<file path="config.mk">
export PLATFORM = sky130hd
export DESIGN_NAME = branch_resolver
export DESIGN_NICKNAME = d
export VERILOG_FILES = /design/src/rtl/branch_resolver.sv
export SDC_FILE = /design/constraint.sdc
export NUM_CORES = 1
export LEC_CHECK = 0
export CAP_MARGIN = 20
export CORE_UTILIZATION = 45
export CTS_CLUSTER_DIAMETER = 200
export DETAILED_ROUTE_END_ITERATION = 10
export GPL_ROUTABILITY_DRIVEN = 0
export PLACE_DENSITY_LB_ADDON = 0.25
export SKIP_LAST_GASP = 1
export SYNTH_ARGS = -nofsm -noshare
export SYNTH_HDL_FRONTEND = slang
export SYNTH_SLANG_ARGS = --single-unit
</file>
<file path="constraint.sdc">
create_clock -name clk -period 19.05 [get_ports clk]
set_input_delay 5.715 -clock clk [delete_from_list [all_inputs] [get_ports clk]]
set_output_delay 5.715 -clock clk [all_outputs]
set_load 0.01 [all_outputs]
</file>
<file path="src/rtl/branch_resolver.sv">
// Tracks fetched instructions against their predictions and resolves them at EXEC,
// issuing predictor-update pulses and fetch redirects one cycle after retirement.
module branch_resolver #(
  parameter int DEPTH = 4
) (
  input  logic        clk,
  input  logic        reset,
  input  logic        f_valid,
  input  logic [31:0] f_pc,
  input  logic        f_predict_valid,
  input  logic [31:0] f_predict_addr,
  output logic        f_ready,
  input  logic        x_valid,
  input  logic [31:0] x_pc,
  input  logic        x_is_branch,
  input  logic        x_taken,
  input  logic [31:0] x_target,
  output logic        fb_valid,
  output logic [31:0] fb_pc,
  output logic        fb_taken,
  output logic        redirect_valid,
  output logic [31:0] redirect_addr,
  output logic        sync_err,
  output logic [15:0] branch_count,
  output logic [15:0] mispredict_count
);

  localparam int PW = (DEPTH > 1) ? $clog2(DEPTH) : 1;
  localparam int CW = PW + 1;
  localparam logic [CW-1:0] FULL = CW'(DEPTH);

  logic [31:0]   pc_mem    [DEPTH];
  logic          taken_mem [DEPTH];
  logic [31:0]   addr_mem  [DEPTH];
  logic [PW-1:0] wr_ptr, rd_ptr;
  logic [CW-1:0] count;

  logic        pop_p0, push_p0, flush_p0, mismatch_p0, fb_p0;
  logic        empty_err_p0, overflow_p0;
  logic [31:0] head_pc, head_addr, pc4_p0, act_next_p0, pred_next_p0, redir_addr_p0;
  logic        head_taken;

  function automatic logic [15:0] sat_inc(input logic [15:0] v, input logic en);
    if (en && v != 16'hFFFF) return v + 16'd1;
    return v;
  endfunction

  assign f_ready = (count != FULL);

  // p0: resolve the EXEC instruction against the oldest in-flight prediction
  always_comb begin
    head_pc       = pc_mem[rd_ptr];
    head_taken    = taken_mem[rd_ptr];
    head_addr     = addr_mem[rd_ptr];
    pc4_p0        = x_pc + 32'd4;
    act_next_p0   = (x_is_branch && x_taken) ? x_target : pc4_p0;
    pred_next_p0  = head_taken ? head_addr : pc4_p0;
    pop_p0        = x_valid && (count != '0);
    empty_err_p0  = x_valid && (count == '0);
    mismatch_p0   = pop_p0 && (head_pc != x_pc);
    flush_p0      = pop_p0 && (mismatch_p0 || (pred_next_p0 != act_next_p0));
    redir_addr_p0 = mismatch_p0 ? pc4_p0 : act_next_p0;
    fb_p0         = pop_p0 && x_is_branch && !mismatch_p0;
    // A full FIFO still accepts a push when the same edge frees the head slot.
    overflow_p0   = f_valid && (count == FULL) && !pop_p0;
    push_p0       = f_valid && !redirect_valid && !flush_p0 && ((count != FULL) || pop_p0);
  end

  always_ff @(posedge clk) begin
    if (reset || flush_p0) begin
      wr_ptr <= '0;
      rd_ptr <= '0;
      count  <= '0;
    end else begin
      if (push_p0) wr_ptr <= wr_ptr + 1'b1;
      if (pop_p0)  rd_ptr <= rd_ptr + 1'b1;
      case ({push_p0, pop_p0})
        2'b10:   count <= count + 1'b1;
        2'b01:   count <= count - 1'b1;
        default: count <= count;
      endcase
    end
  end

  always_ff @(posedge clk) begin
    if (push_p0 && !reset) begin
      pc_mem[wr_ptr]    <= f_pc;
      taken_mem[wr_ptr] <= f_predict_valid;
      addr_mem[wr_ptr]  <= f_predict_addr;
    end
  end

  // p1: registered feedback, redirect and status outputs
  always_ff @(posedge clk) begin
    if (reset) begin
      fb_valid         <= 1'b0;
      fb_pc            <= '0;
      fb_taken         <= 1'b0;
      redirect_valid   <= 1'b0;
      redirect_addr    <= '0;
      sync_err         <= 1'b0;
      branch_count     <= '0;
      mispredict_count <= '0;
    end else begin
      fb_valid       <= fb_p0;
      redirect_valid <= flush_p0;
      if (fb_p0) begin
        fb_pc    <= x_pc;
        fb_taken <= x_taken;
      end
      if (flush_p0) redirect_addr <= redir_addr_p0;
      sync_err         <= sync_err | mismatch_p0 | empty_err_p0 | overflow_p0;
      branch_count     <= sat_inc(branch_count, fb_p0);
      mispredict_count <= sat_inc(mispredict_count, flush_p0);
    end
  end

endmodule

</file>
==> impl_metrics.py, run 1 <==
metrics = {
    "outcome": {
        "run_status": "finished clean",
    },
    "clock_network": {
        "clock_tree_from_tritoncts": "done",
        "cts.htree.levels": 2,
        "cts_buffers": 39,
        "cts.sinks": 369,
        "cts.repair_timing.setup_buffer_count": 0,
        "cts_repair_resize_count": 0,
        "cts.clk_slew.worst_paths_ns": 0.06,
        "ctsHoldBuffers": 0,
        "clock_tree.root_cell": "sky130_fd_sc_hd__clkbuf_16",
        "clock_latency_ns": 0.55,
        "clockBufferDepth": 3,
    },
    "worst_setup_path": {
        "r2r-end": "addr_mem[3][29]$_DFFE_PP_",
        "timing_worst_setup_path_type": "in -> reg",
        "top_fanout_value_on_the_critical_path": 50,
        "path_cells": "clkdlybuf4s50_1 > nand4_2 > nor3b_2 > nand4_1 > xor2_1 > xnor2_1 > o311a_1 > a2111oi_0 > and4_2 > buf_4 > a21oi_2 > nor3_2 > buf_4",
        "r2r_cells": 13,
        "cpMostUsedCell": "sky130_fd_sc_hd__buf_4",
        "worst-endpoint-arrival_ns": 10.89,
        "start_kind": "primary input",
        "critical_path_data_required_time_ns": 19.23,
        "ff2ff_setup_slack_ns": 12.79,
        "delay_of_the_slowest_cell_on_the_worst_path_ns": 0.81,
        "end_kind": "flip-flop",
        "critical_path.startpoint": "x_pc[2]",
        "cpMaxStageDelayCell": "sky130_fd_sc_hd__clkdlybuf4s50_1",
    },
    "cells_and_area": {
        "area_growth_from_synthesis_to_final_layout_pct": 23.3,
        "drive_above_1_share": 0.137,
        "final_area_sq_mm": 0.0215,
        "mostFrequentLayoutCell": "sky130_fd_sc_hd__edfxtp_1",
        "diodes": 0,
        "fin_nets": 1687,
        "mostFrequentLayoutCells": "sky130_fd_sc_hd__edfxtp_1 (260), sky130_fd_sc_hd__clkdlybuf4s50_1 (234), sky130_fd_sc_hd__dfxtp_1 (107)",
    },
    "synth": {
        "postSynthRegisterBits": 369,
        "synthesized_instance_count": 1342,
        "synth_edf_count": 260,
        "synth-compound-area-share": 0.0731,
        "synthSimpleGateAreaFrac": 0.110,
        "synth_top_family_by_area": "multiplexers",
        "yosys.area_share.adder": 0.00617,
        "synthArstFlopShare": 0,
        "synth-main-ff-cell": "sky130_fd_sc_hd__edfxtp_1",
        "synth.yosys.seq_area_share": 0.573,
        "synthesis.area_sq_mm": 0.0174,
        "synthesized_netlist_net_count": 1485,
        "ys.warnings.count": 0,
        "yosysUniqueCellTypes": 78,
        "xor_xnor_share_of_the_synthesized_area": 0.0718,
        "post_synth_mux_area_share": 0.136,
        "syn_area_per_cell_sq_um": 13.0,
    },
    "sta": {
        "share_of_the_cycle_needed_by_the_critical_path_after_routing": 0.562,
        "final-hold-violation-count": 0,
        "slew_headroom": 0.358,
        "finalCriticalPeriod_ns": 10.71,
        "finalSetupViolations": 0,
        "unrepaired_setup_endpoints_after_global_routing": "false",
        "slew_violations": 0,
        "final_hold_slack_ns": 0.469,
        "setup_skew_ns": 0.0214,
        "achievable-frequency_mhz": 93.4,
        "worst_slew_pin_slew_ns": 0.960,
        "final.setup.tns_ns": 0,
    },
    "global_routing": {
        "grt_util_met3": 0.0397,
        "global_route.usage.total": 0.242,
        "antenna_found_initial": 0,
        "grt_util_met2": 0.391,
        "grt_start_max_net_pins": 76,
        "number_of_global_route_vias_before_repair": 11600,
        "gr-total-overflow": 0,
        "grt_busiest_layer": "met2",
        "grt_first_pass_wirelength_microns": 71100,
        "grt.met1_usage": 0.336,
    },
    "placed_design": {
        "dpl_cell_area_sq_mm": 0.0201,
        "numPortBuffers": 235,
        "detailed_place_hpwl_microns": 34200,
    },
    "route": {
        "antenna_left": 0,
        "via_per_inst": 5.76,
        "routed_wirelength_microns": 47500,
        "vias": 12000,
        "drc": 0,
        "drt-initial-drc-count": 1043,
        "number_of_search_and_repair_iterations_in_the_first_detailed_routing_pass": 5,
        "drt-wirelength-per-cell_microns": 22.8,
    },
    "floorplan": {
        "initial_core_util": 0.460,
        "die_area_sq_mm": 0.0396,
        "ioPinCount": 236,
        "dieWidth_microns": 199,
        "design.core.area_sq_mm": 0.0379,
        "core.rowCount": 71,
        "die-height_microns": 199,
    },
    "power": {
        "power.ir.vdd_worst_mv": 0.0686,
        "cellLeakagePower_nw": 7.13,
        "cellPowerDensity_mw_per_mm2": 114,
    },
    "min_path": {
        "hold_path_class": "reg -> reg",
        "hold_path.startpoint": "sync_err$_SDFF_PP0_",
        "min_path_cells": 2,
        "worstHoldEndpoint": "sync_err$_SDFF_PP0_",
    },
    "run": {
        "drv.max_cap_violation_count": 0,
    },
}
[cell families after synthesis]
group | after synthesis
DFF | 369
adders and majority gates | 8
muxes | 151
buffers and inverters | 108
xor gates and xnor gates | 143
AOI/OAI and AO/OA | 181
and+or+nand+nor | 382
[how the worst max path moves through the flow]
stage / to / slack, ns / cells after the start
2_1_floorplan: addr_mem[0][0]$_DFFE_PP_ / 5.78 / 13
3_3_place_gp: addr_mem[1][0]$_DFFE_PP_ / 7.94 / 13
3_5_place_dp: addr_mem[3][15]$_DFFE_PP_ / 7.90 / 14
4_1_cts: pc_mem[3][12]$_DFFE_PP_ / 8.47 / 14
5_1_grt: addr_mem[1][26]$_DFFE_PP_ / 7.94 / 14
6_report: addr_mem[3][29]$_DFFE_PP_ / 8.34 / 13
[registers in the layout, summed over array words and instances (netlist names), named ones only]
name              cells
addr_mem            128
redirect_valid        1
fb_taken              1
branch_count         16
fb_valid              1
mispredict_count     16
sync_err              1
wr_ptr                2
rd_ptr                2
fb_pc                32
count                 3
redirect_addr        32
pc_mem              128
taken_mem             4
[cell usage after synthesis, types with 22 or more instances]
cell                       number  area, sq um
sky130_fd_sc_hd__edfxtp_1     260         7810
sky130_fd_sc_hd__dfxtp_1      109         2180
sky130_fd_sc_hd__nor2_1       100          375
sky130_fd_sc_hd__xnor2_1       96          841
sky130_fd_sc_hd__nand2_1       89          334
sky130_fd_sc_hd__mux4_2        60         1350
sky130_fd_sc_hd__mux2i_1       53          531
sky130_fd_sc_hd__nand3_1       50          250
sky130_fd_sc_hd__xor2_1        47          412
sky130_fd_sc_hd__clkbuf_1      41          154
sky130_fd_sc_hd__nand4_1       38          238
sky130_fd_sc_hd__a31oi_1       34          213
sky130_fd_sc_hd__o211ai_1      28          210
sky130_fd_sc_hd__buf_2         26          130
sky130_fd_sc_hd__a21oi_1       25          125
sky130_fd_sc_hd__mux2_2        24          270
sky130_fd_sc_hd__nor3_1        22          110
[worst max-delay path: cells and delay by family]
| kind | cells | cell delay (ns) |
|---|---|---|
| AO/OA/AOI/OAI | 3 | 1.27 |
| XOR/XNOR | 2 | 0.45 |
| AND/OR/NAND/NOR | 5 | 1.48 |
| buffers and inverters | 3 | 1.87 |
[area by class of cell]
class / count / area (sq um)
fillers: 3116 / 16400
flip-flops and latches: 369 / 9990
multi-input cells: 865 / 6970
repair buffers: 253 / 2480
clock buffers: 55 / 1120
well taps: 511 / 639
clock inverters: 17 / 249
inverters: 16 / 60.1
[report_power, final]
group	leakage [nW]	internal (mW)	switching [mW]
clock network	0.670	0.493	0.303
registers	3.24	0.935	0.0562
logic	3.22	0.298	0.373
[metrics by stage]
| stage | instances | util | power [mW] | setup WS (ns) |
|---|---|---|---|---|
| global placement | 2014 | 0.531 | 1.67 | 7.94 |
| finish | 2086 | 0.567 | 2.46 | 8.34 |
| detailed placement | 2014 | 0.531 | 1.67 | 7.90 |
| CTS | 2086 | 0.567 | 2.47 | 8.47 |
| global route | 2086 | 0.567 | 2.56 | 7.94 |
| floorplan | 1342 | - | 1.46 | 5.78 |
[per-layer routing]
metal / up-vias / wire (microns)
li1: 5474 / -
met1: 5913 / 20300
met2: 539 / 22500
met3: 80 / 3540
met4: 0 / 1230
met5: - / 0
Power figures use the tool's default switching activity.
==> run 2, diff against run 1 <==
- clock period: 19.05 -> 11.1 ns (I/O delays scaled with it)
==> impl_metrics.py, run 2 (synthesis gave the netlist of run 1 again) <==
metrics = {
    "cells_and_area": {
        "final-seq-area_sq_mm": 0.00999,
        "utilization": 0.566,
        "mostFrequentLayoutCell": "sky130_fd_sc_hd__edfxtp_1",
        "biggest_regs": "addr_mem x128, pc_mem x128",
        "fin_nets": 1689,
        "diodes": 0,
        "mostFrequentLayoutCells": "sky130_fd_sc_hd__edfxtp_1 (260), sky130_fd_sc_hd__clkdlybuf4s50_1 (234), sky130_fd_sc_hd__dfxtp_1 (107)",
        "finalNonFillerCells": 2087,
        "area_growth_from_synthesis_to_final_layout_pct": 23.0,
        "drive_above_1_share": 0.137,
        "final_area_sq_mm": 0.0215,
        "multi_input_comb_area_sq_mm": 0.00697,
        "nFillCells": 3134,
    },
    "power": {
        "power.switching_fraction": 0.305,
        "seq_power_share": 0.407,
        "power_mw": 4.18,
        "cellLeakagePower_nw": 7.11,
        "power.ir.vdd_worst_mv": 0.145,
        "combPwrFrac": 0.276,
        "share_clk_of_total_power": 0.317,
        "cellPowerDensity_mw_per_mm2": 195,
        "p_int_mw": 2.91,
        "power.switching_mw": 1.27,
    },
    "route": {
        "via_per_inst": 5.77,
        "drc": 0,
        "drt-initial-drc-count": 1098,
        "number_of_search_and_repair_iterations_in_the_first_detailed_routing_pass": 5,
        "antenna_left": 0,
        "routed_wirelength_microns": 48100,
        "vias": 12000,
        "drt-wirelength-per-cell_microns": 23.1,
    },
    "global_routing": {
        "grt_first_pass_wirelength_microns": 71700,
        "gr-total-overflow": 0,
        "global_route.usage.total": 0.244,
        "antenna_found_initial": 0,
        "grt_start_max_net_pins": 76,
        "number_of_global_route_vias_before_repair": 11700,
    },
    "placed_design": {
        "detailed_place_hpwl_microns": 34500,
        "dpl_cell_area_sq_mm": 0.0202,
        "dp_slack_ns": 2.31,
        "numPortBuffers": 235,
        "placedCellCount": 2015,
    },
    "worst_setup_path": {
        "timing_worst_setup_path_type": "in -> reg",
        "top_fanout_value_on_the_critical_path": 50,
        "start_kind": "primary input",
        "critical_path_data_required_time_ns": 11.28,
        "end_kind": "flip-flop",
        "worst-endpoint-arrival_ns": 8.51,
    },
    "clock_network": {
        "clock_tree.root_cell": "sky130_fd_sc_hd__clkbuf_16",
        "clockBufferDepth": 3,
        "cts.sinks": 369,
        "cts.clk_slew.worst_paths_ns": 0.06,
        "ctsHoldBuffers": 0,
        "clock_tree_from_tritoncts": "done",
        "cts.repair_timing.setup_buffer_count": 0,
        "cts_repair_resize_count": 0,
        "cts_buffers": 40,
        "cts.htree.levels": 2,
        "clock_latency_ns": 0.55,
    },
    "floorplan": {
        "core.rowCount": 71,
        "die-height_microns": 199,
        "die_area_sq_mm": 0.0396,
        "design.core.area_sq_mm": 0.0379,
        "ioPinCount": 236,
        "dieWidth_microns": 199,
        "initial_core_util": 0.460,
    },
    "sta": {
        "setup_slack_ns": 2.76,
        "worst_slew_pin_slew_ns": 0.926,
        "share_of_the_cycle_needed_by_the_critical_path_after_routing": 0.751,
        "final-hold-violation-count": 0,
        "final.setup.tns_ns": 0,
        "finalSetupViolations": 0,
        "finalCriticalPeriod_ns": 8.34,
        "setup_skew_ns": 0.0255,
        "slew_violations": 0,
        "final_hold_slack_ns": 0.483,
        "unrepaired_setup_endpoints_after_global_routing": "false",
        "achievable-frequency_mhz": 120,
        "slew_headroom": 0.383,
    },
    "min_path": {
        "hold_path_class": "reg -> reg",
    },
    "run": {
        "drv.max_cap_violation_count": 0,
    },
    "outcome": {
        "run_status": "finished clean",
    },
}
==> run 2: cell types whose count changed in the layout (fill, tap and decap cells not counted), sizes merged <==
cell	before	now
clkinv	10	12
bufinv	6	3
buf	19	20
clkbuf	55	56
==> run 2: worst paths after layout <==
path / from / endpoint / slack, ns / cells after the start
min: redirect_addr[31]$_SDFFE_PP0P_ / redirect_addr[31]$_SDFFE_PP0P_ / 0.48 / 2
min reg2reg: redirect_addr[31]$_SDFFE_PP0P_ / redirect_addr[31]$_SDFFE_PP0P_ / 0.48 / 2
max reg2reg: flip-flop / addr_mem[1][3]$_DFFE_PP_ / 4.84 / 13
max: x_pc[2] / addr_mem[1][3]$_DFFE_PP_ / 2.76 / 13
==> run 2: per-layer routing <==
metal / part of all wire / global-route usage / wire length (microns) / vias up
li1: - / - / - / 5466
met4: 0.030 / 0.0818 / 1470 / 0
met2: 0.47 / 0.389 / 22500 / 511
met5: 0 / 0 / 0 / -
met3: 0.077 / 0.0454 / 3730 / 80
met1: 0.42 / 0.336 / 20400 / 5988
==> run 2: critical path, cell delays in order <==
cell                              delay (ns)
sky130_fd_sc_hd__clkdlybuf4s50_1        0.83
sky130_fd_sc_hd__nand4_2                0.34
sky130_fd_sc_hd__nor3b_2                0.40
sky130_fd_sc_hd__nand4_1                0.16
sky130_fd_sc_hd__xor2_1                 0.35
sky130_fd_sc_hd__xnor2_1                0.11
sky130_fd_sc_hd__o311a_1                0.30
sky130_fd_sc_hd__a2111oi_0              0.60
sky130_fd_sc_hd__and4_2                 0.32
sky130_fd_sc_hd__buf_4                  0.52
sky130_fd_sc_hd__a21oi_2                0.36
sky130_fd_sc_hd__nor3_2                 0.28
sky130_fd_sc_hd__buf_4                  0.55
==> run 2: cell type report <==
| type | count | area share |
|---|---|---|
| multi-input cells | 865 | 0.325 |
| repair buffers | 254 | 0.116 |
| clock buffers | 56 | 0.0533 |
| flip-flops and latches | 369 | 0.466 |
| well taps | 511 | 0.0298 |
| inverters | 16 | 0.00280 |
| clock inverters | 16 | 0.00770 |
==> run 2: power groups by stage <==
stage               combinational, mW  clock (mW)  sequential [mW]
floorplan                       0.803           0             1.70
global placement                 1.13           0             1.73
detailed placement               1.14           0             1.73
CTS                              1.15        1.35             1.71
global route                     1.23        1.40             1.72
finish                           1.15        1.32             1.70
